--- config.mk ---
export PLATFORM = sky130hd
export DESIGN_NAME = alu_pipe
export DESIGN_NICKNAME = d
export VERILOG_FILES = /design/src/rtl/alu_pkg.sv /design/src/rtl/alu_mul_seq.sv /design/src/rtl/alu_pipe.sv
export SDC_FILE = /design/constraint.sdc
export NUM_CORES = 1
export LEC_CHECK = 0
export CAP_MARGIN = 10
export CORE_UTILIZATION = 48
export CTS_BUF_LIST = sky130_fd_sc_hd__clkbuf_2
export CTS_CLUSTER_DIAMETER = 150
export DETAILED_ROUTE_END_ITERATION = 10
export DONT_BUFFER_PORTS = 1
export HOLD_SLACK_MARGIN = 0.06
export PLACE_DENSITY = 0.68
export SYNTH_ARGS = -nofsm -noshare
export SYNTH_HDL_FRONTEND = slang
export SYNTH_SLANG_ARGS = --single-unit
--- constraint.sdc ---
create_clock -name clk -period 3.7 [get_ports clk]
set_clock_uncertainty 0.1 [all_clocks]
set_input_delay 0.74 -clock clk [delete_from_list [all_inputs] [get_ports clk]]
set_output_delay 0.74 -clock clk [all_outputs]
set_load 0.01 [all_outputs]
--- src/rtl/alu_pkg.sv ---
// Shared definitions for the pipelined ALU.
//   op_e    : 4-bit opcode encoding (values 13..15 are reserved)
//   FLAG_*  : bit positions inside the {C,V,N,Z} flags word
//   state_e : control FSM encoding (IDLE / MUL)
package alu_pkg;

    typedef enum logic [3:0] {
        OP_ADD  = 4'd0,
        OP_SUB  = 4'd1,
        OP_ROL  = 4'd2,
        OP_ROR  = 4'd3,
        OP_AND  = 4'd4,
        OP_NAND = 4'd5,
        OP_NOR  = 4'd6,
        OP_OR   = 4'd7,
        OP_XOR  = 4'd8,
        OP_SHL  = 4'd9,
        OP_SHR  = 4'd10,
        OP_SRA  = 4'd11,
        OP_MUL  = 4'd12
    } op_e;

    localparam int FLAG_Z = 0;
    localparam int FLAG_N = 1;
    localparam int FLAG_V = 2;
    localparam int FLAG_C = 3;

    typedef enum logic [0:0] {
        ST_IDLE = 1'b0,
        ST_MUL  = 1'b1
    } state_e;

endpackage

--- src/rtl/alu_mul_seq.sv ---
// Iterative shift-add unsigned multiplier, one partial product per cycle.
//   clk, rst_n : clock, synchronous active-low reset (control only)
//   start_i    : load operands and begin (ignored while busy)
//   a_i, b_i   : multiplicand / multiplier
//   busy_o     : iteration in progress
//   done_o     : final iteration this cycle; prod_o is the full product now
//   prod_o     : 2*WIDTH-bit product, valid while done_o is high
module alu_mul_seq #(
    parameter int WIDTH = 8
) (
    input  logic               clk,
    input  logic               rst_n,
    input  logic               start_i,
    input  logic [WIDTH-1:0]   a_i,
    input  logic [WIDTH-1:0]   b_i,
    output logic               busy_o,
    output logic               done_o,
    output logic [2*WIDTH-1:0] prod_o
);

    localparam int CW = $clog2(WIDTH);

    logic               busy_q;
    logic [CW-1:0]      cnt_q;
    logic [2*WIDTH-1:0] acc_q;
    logic [2*WIDTH-1:0] mcand_q;
    logic [WIDTH-1:0]   mplier_q;
    logic [2*WIDTH-1:0] addend;
    logic [2*WIDTH-1:0] acc_d;

    assign addend = mplier_q[0] ? mcand_q : '0;
    assign acc_d  = acc_q + addend;

    // The last partial product is folded in combinationally so the product
    // is complete in the same cycle done_o is raised.
    assign done_o = busy_q && (cnt_q == CW'(WIDTH - 1));
    assign prod_o = acc_d;
    assign busy_o = busy_q;

    always_ff @(posedge clk) begin
        if (!rst_n) begin
            busy_q <= 1'b0;
            cnt_q  <= '0;
        end else if (start_i && !busy_q) begin
            busy_q <= 1'b1;
            cnt_q  <= '0;
        end else if (busy_q) begin
            if (done_o) begin
                busy_q <= 1'b0;
                cnt_q  <= '0;
            end else begin
                cnt_q <= cnt_q + 1'b1;
            end
        end
    end

    always_ff @(posedge clk) begin
        if (start_i && !busy_q) begin
            acc_q    <= '0;
            mcand_q  <= {{WIDTH{1'b0}}, a_i};
            mplier_q <= b_i;
        end else if (busy_q) begin
            acc_q    <= acc_d;
            mcand_q  <= mcand_q << 1;
            mplier_q <= mplier_q >> 1;
        end
    end

endmodule

--- src/rtl/alu_pipe.sv ---
// Single-output-register ALU with valid/ready handshakes. Logic, add/sub,
// shift and rotate ops complete in one cycle; MUL runs on alu_mul_seq.
//   clk, rst_n          : clock, synchronous active-low reset
//   in_valid / in_ready : request handshake carrying a, b, op
//   a, b                : operands (b[SHW-1:0] is the shift/rotate amount)
//   op                  : opcode (alu_pkg::op_e)
//   out_valid/out_ready : result handshake
//   result, result_hi   : low word, high product word (MUL only, else 0)
//   flags               : {C,V,N,Z}
module alu_pipe
    import alu_pkg::*;
#(
    parameter int WIDTH = 8,
    parameter int SHW   = $clog2(WIDTH)
) (
    input  logic             clk,
    input  logic             rst_n,
    input  logic             in_valid,
    output logic             in_ready,
    input  logic [WIDTH-1:0] a,
    input  logic [WIDTH-1:0] b,
    input  logic [3:0]       op,
    output logic             out_valid,
    input  logic             out_ready,
    output logic [WIDTH-1:0] result,
    output logic [WIDTH-1:0] result_hi,
    output logic [3:0]       flags
);

    localparam int MSB = WIDTH - 1;

    function automatic logic [WIDTH-1:0] rotl(input logic [WIDTH-1:0] x,
                                              input logic [SHW-1:0]   r);
        logic [2*WIDTH-1:0] d;
        d = {x, x} << r;
        return d[2*WIDTH-1:WIDTH];
    endfunction

    function automatic logic [WIDTH-1:0] rotr(input logic [WIDTH-1:0] x,
                                              input logic [SHW-1:0]   r);
        logic [2*WIDTH-1:0] d;
        d = {x, x} >> r;
        return d[WIDTH-1:0];
    endfunction

    state_e             state_q;
    logic               out_valid_q;
    logic [WIDTH-1:0]   result_q;
    logic [WIDTH-1:0]   result_hi_q;
    logic [3:0]         flags_q;

    op_e                op_sel;
    logic               accept;
    logic               is_mul;
    logic               mul_busy;
    logic               mul_done;
    logic [2*WIDTH-1:0] mul_prod;
    logic [WIDTH-1:0]   mul_lo;
    logic [WIDTH-1:0]   mul_hi;
    logic [3:0]         mul_flags;

    logic [SHW-1:0]     sh_amt;
    logic [SHW-1:0]     rot_amt;
    logic [WIDTH:0]     sum_w;
    logic [WIDTH:0]     diff_w;
    logic [WIDTH:0]     shl_w;
    logic [WIDTH:0]     shr_w;
    logic signed [WIDTH:0] sra_w;
    logic [WIDTH-1:0]   rol_w;
    logic [WIDTH-1:0]   ror_w;

    logic [WIDTH-1:0]   res_d;
    logic               c_d;
    logic               v_d;
    logic [3:0]         flags_d;

    assign op_sel   = op_e'(op);
    assign is_mul   = (op_sel == OP_MUL);
    // Gated with rst_n so no request is taken during the reset cycle.
    assign in_ready = rst_n && (state_q == ST_IDLE) && !mul_busy
                      && (!out_valid_q || out_ready);
    assign accept   = in_valid && in_ready;

    alu_mul_seq #(
        .WIDTH (WIDTH)
    ) u_mul (
        .clk     (clk),
        .rst_n   (rst_n),
        .start_i (accept && is_mul),
        .a_i     (a),
        .b_i     (b),
        .busy_o  (mul_busy),
        .done_o  (mul_done),
        .prod_o  (mul_prod)
    );

    assign mul_lo = mul_prod[WIDTH-1:0];
    assign mul_hi = mul_prod[2*WIDTH-1:WIDTH];

    always_comb begin
        mul_flags         = '0;
        mul_flags[FLAG_C] = |mul_hi;
        mul_flags[FLAG_V] = |mul_hi;
        mul_flags[FLAG_N] = mul_lo[MSB];
        mul_flags[FLAG_Z] = (mul_prod == '0);
    end

    // Each shift carries one extra bit on the side data leaves, so that bit
    // is the last one shifted out (and 0 when the amount is 0).
    assign sh_amt  = b[SHW-1:0];
    assign rot_amt = SHW'(32'(sh_amt) % WIDTH);
    assign sum_w   = {1'b0, a} + {1'b0, b};
    assign diff_w  = {1'b0, a} - {1'b0, b};
    assign shl_w   = {1'b0, a} << sh_amt;
    assign shr_w   = {a, 1'b0} >> sh_amt;
    assign sra_w   = $signed({a, 1'b0}) >>> sh_amt;
    assign rol_w   = rotl(a, rot_amt);
    assign ror_w   = rotr(a, rot_amt);

    always_comb begin
        res_d = '0;
        c_d   = 1'b0;
        v_d   = 1'b0;
        case (op_sel)
            OP_ADD: begin
                res_d = sum_w[WIDTH-1:0];
                c_d   = sum_w[WIDTH];
                v_d   = (a[MSB] == b[MSB]) && (sum_w[MSB] != a[MSB]);
            end
            OP_SUB: begin
                res_d = diff_w[WIDTH-1:0];
                c_d   = diff_w[WIDTH];
                v_d   = (a[MSB] != b[MSB]) && (diff_w[MSB] != a[MSB]);
            end
            OP_ROL: begin
                res_d = rol_w;
                c_d   = (rot_amt != '0) && rol_w[0];
            end
            OP_ROR: begin
                res_d = ror_w;
                c_d   = (rot_amt != '0) && ror_w[MSB];
            end
            OP_AND:  res_d = a & b;
            OP_NAND: res_d = ~(a & b);
            OP_NOR:  res_d = ~(a | b);
            OP_OR:   res_d = a | b;
            OP_XOR:  res_d = a ^ b;
            OP_SHL: begin
                res_d = shl_w[WIDTH-1:0];
                c_d   = shl_w[WIDTH];
            end
            OP_SHR: begin
                res_d = shr_w[WIDTH:1];
                c_d   = shr_w[0];
            end
            OP_SRA: begin
                res_d = sra_w[WIDTH:1];
                c_d   = sra_w[0];
            end
            default: begin
                res_d = '0;
            end
        endcase
        flags_d         = '0;
        flags_d[FLAG_C] = c_d;
        flags_d[FLAG_V] = v_d;
        flags_d[FLAG_N] = res_d[MSB];
        flags_d[FLAG_Z] = (res_d == '0);
    end

    // Output register stage: single-cycle results load on acceptance,
    // MUL results load on the multiplier's final iteration.
    always_ff @(posedge clk) begin
        if (!rst_n) begin
            state_q     <= ST_IDLE;
            out_valid_q <= 1'b0;
            result_q    <= '0;
            result_hi_q <= '0;
            flags_q     <= '0;
        end else begin
            case (state_q)
                ST_IDLE: if (accept && is_mul) state_q <= ST_MUL;
                ST_MUL:  if (mul_done)         state_q <= ST_IDLE;
                default: state_q <= ST_IDLE;
            endcase

            if (accept && !is_mul) begin
                result_q    <= res_d;
                result_hi_q <= '0;
                flags_q     <= flags_d;
                out_valid_q <= 1'b1;
            end else if (mul_done) begin
                result_q    <= mul_lo;
                result_hi_q <= mul_hi;
                flags_q     <= mul_flags;
                out_valid_q <= 1'b1;
            end else if (out_valid_q && out_ready) begin
                out_valid_q <= 1'b0;
            end
        end
    end

    assign out_valid = out_valid_q;
    assign result    = result_q;
    assign result_hi = result_hi_q;
    assign flags     = flags_q;

endmodule

==> metrics.md <==
| Metric | Value |
|---|---|
| Outcome | `complete, but fails checks` |
| RSZ-0062 raised after global routing | `false` |
| Final min period | `3420 ps` |
| Worst Setup End Kind | `flip-flop` |
| Async SR Flop Fraction | `0%` |
| Worst EP arrival | `3810 ps` |
| Area of the die | `12500 µm²` |
| Post-route DRC violation count | `3` |
| Worst skew pair latency | `560 ps` |
| Resized cells post-CTS | `0` |
| Max clock buf depth | `2` |
| Largest net degree at the start of global routing | `58` |
| Static leakage | `2.38 nW` |
| Worst-margin pin slew | `787 ps` |
| Cell Count, Final, Fillers Out | `832` |
| Share of cells above drive strength 1 | `7.27%` |
| H-Tree Level Count | `3` |
| Io pins | `46` |
| # Post-CTS Setup Buffers | `0` |
| Flops & latches, synth | `65` |
| Mean Syn Cell Area | `8.07 µm²` |
| Final cycle utilization of the critical path | `92.6%` |
| DR WL/cell | `19.9 µm` |
| Pwr dens | `397 nW/µm²` |
| Failing checks | `design-rule violations` |
| Antenna violations before repair | `1` |
| Count of TritonRoute iterations in the first routing pass | `9` |
| Synthesized instance count | `717` |
| First-pass GRT wire length | `27.0 mm` |
| CP Max Fanout | `16` |
| Initial core utilization | `50.0%` |
| Peak VDD IR | `0.182 mV` |
| Vias in the first global route | `4987` |
| Hold-fix buffers, CTS | `0` |
| Synth top area share | `17.0%` |
| Yosys warnings | `0` |
| Post-route ant nets | `0` |
| Std cell rows | `39` |
| WHS Path Cells | `1` |
| Pins Over Slew Limit | `0` |
| Worst min-delay path category | `in -> reg` |
| CP startpoint kind | `flip-flop` |
| Final hold vios | `0` |
| Post-synth EDFFs | `16` |
| Die H | `112 µm` |
| Core box area | `11600 µm²` |
| Nets | `752` |
| CTS tree | `built` |
| Setup TNS | `0 ps` |
| Seq/Total Area, Yosys | `25.3%` |
| Port-buffer cells | `0` |
| R2R depth | `11` |
| Max Fclk | `0.292 GHz` |
| WP data required | `4080 ps` |
| RD Place Congestion | `0.984` |
| Number of vias per cell | `6.41` |
| GRT Util Overall | `27.5%` |
| Reg clk slew, reported paths | `180 ps` |
| Post-synth net total | `786` |
| Critical path class | `reg -> reg` |
| DP Cell Count | `815` |
| Total grt overflow | `0` |
| Ys flop type | `dfxtp_1` |
| Max cap viols | `0` |
| Die Width | `112 µm` |
| Area grow syn2layout | `1.43%` |
| Synth area leader | `dfxtp_1` |
| Iter 0 DRT Violations | `736` |
| Worst slew margin | `47.5%` |
| Clk sinks | `65` |
| Post-synthesis cell type count | `74` |
| Area contributors post-synth | `dfxtp_1 (17%), ha_1 (9.1%), edfxtp_1 (8.3%)` |
| Setup-failing EPs final | `0` |
| Vias post-DR | `5334` |
| Cts bufs inserted | `9` |
| Root buf cell | `clkbuf_2` |
| Final WL | `16.6 mm` |
| Post-Syn Area | `5790 µm²` |
| Hpwl dp | `12.5 mm` |
-- state kept, by name, summed over array words and instances (netlist names) --
register        flops
u_mul.acc_q        16
u_mul.mcand_q      16
result_hi           8
u_mul.mplier_q      8
result              7
flags               4
u_mul.cnt_q         3
out_valid           1
state_q             1
u_mul.busy_o        1
-- worst max-delay path, cell delays in order (launching register included) --
cell	delay, ps
edfxtp_1	580
and2_1	220
ha_1	220
fa_1	420
a21o_1	210
nand4_1	190
a2111oi_0	140
a211oi_1	360
o21ai_0	180
or4_1	430
nor3_1	170
a211o_1	150
-- path summary, 6_finish.rpt --
path                                        start           endpoint  slack, ps
worst min-delay path                        rst_n          out_valid        210
worst max-delay path            u_mul.mplier_q[0]           flags[0]        280
worst min register to register   u_mul.mcand_q[9]  u_mul.mcand_q[10]        360
worst max register to register  u_mul.mplier_q[0]           flags[0]        280
-- layout make-up --
type,instances,area [µm²]
antenna,1,2.50
fill,1127,5700
clock buffer,9,45.0
sequential,65,1460
timing repair buffer,8,60.1
clock inverter,7,68.8
tap,143,179
multi-input combinational,574,3960
inverter,25,93.8
-- through the flow --
step / cell area, µm² / setup WS, ps / total power [W] / util, % / hold slack, ps
after floorplan: 5790 / 408 / 0.00167 / - / 335
after global placement: 5750 / 381 / 0.00188 / 49.7 / 347
after detailed placement: 5750 / 328 / 0.00189 / 49.7 / 351
after CTS: 5870 / 271 / 0.00233 / 50.7 / 159
after global routing: 5870 / 65.2 / 0.00249 / 50.7 / 153
final: 5870 / 275 / 0.00233 / 50.7 / 209
-- layer usage --
layer	share of wire, %	vias up	GRT usage (%)
met2	47	210	43.5
met5	0	-	0
met1	43	2505	36.4
li1	-	2574	-
met4	3.8	0	11.8
met3	6.3	45	5.50
-- cell families (layout without fill, tap and decap cells) --
| family | count (synthesis) | count (layout) | share of synthesized area [%] |
|---|---|---|---|
| compound gates | 222 | 222 | 25.1 |
| xor+xnor | 26 | 26 | 3.94 |
| fa+ha+maj | 45 | 45 | 10.1 |
| buf+inv | 78 | 49 | 6.34 |
| flops | 65 | 65 | 25.3 |
| mux | 39 | 39 | 8.69 |
| other cells | 0 | 1 | 0 |
| simple gates | 242 | 242 | 20.5 |
-- synth_stat cells (7+ instances only) --
library cell    n
mux2i_1        24
edfxtp_1       16
xor2_1          8
buf_2          11
a21o_1         11
and2_1         19
nand4_1         7
inv_1          22
o21ai_0        39
o21ai_1        23
clkbuf_1       28
a21oi_1        50
nand2b_1        9
nor3_1         11
nand3_1        10
dfxtp_1        49
nand2_1       106
a221oi_1        7
o211ai_1       10
nor2_1         37
o31ai_1         7
xnor2_1        18
a211oi_1       11
ha_1           42
nand3b_1        7
-- cell usage in the layout (no fill, tap or decap), types with 7 or more instances in the layout --
master	n
o211ai_1	10
o21ai_0	39
a21o_1	11
dfxtp_1	49
nand3_1	10
buf_4	8
edfxtp_1	16
nand2b_1	9
a21oi_1	50
nand2_1	106
inv_1	22
and2_1	19
nor2_1	37
a211oi_1	11
mux2i_1	24
ha_1	42
a221oi_1	7
nand4_1	7
nand3b_1	7
o31ai_1	7
xnor2_1	18
xor2_1	8
o21ai_1	23
nor3_1	11
clkbuf_2	9
-- power breakdown --
part / internal (W) / switching (W) / total [W]
Clock: 0.000155 / 0.000283 / 0.000439
Combinational: 0.000394 / 0.000588 / 0.000982
Sequential: 0.000834 / 0.0000725 / 0.000906
Note: power is estimated with default switching activity, not from simulation.
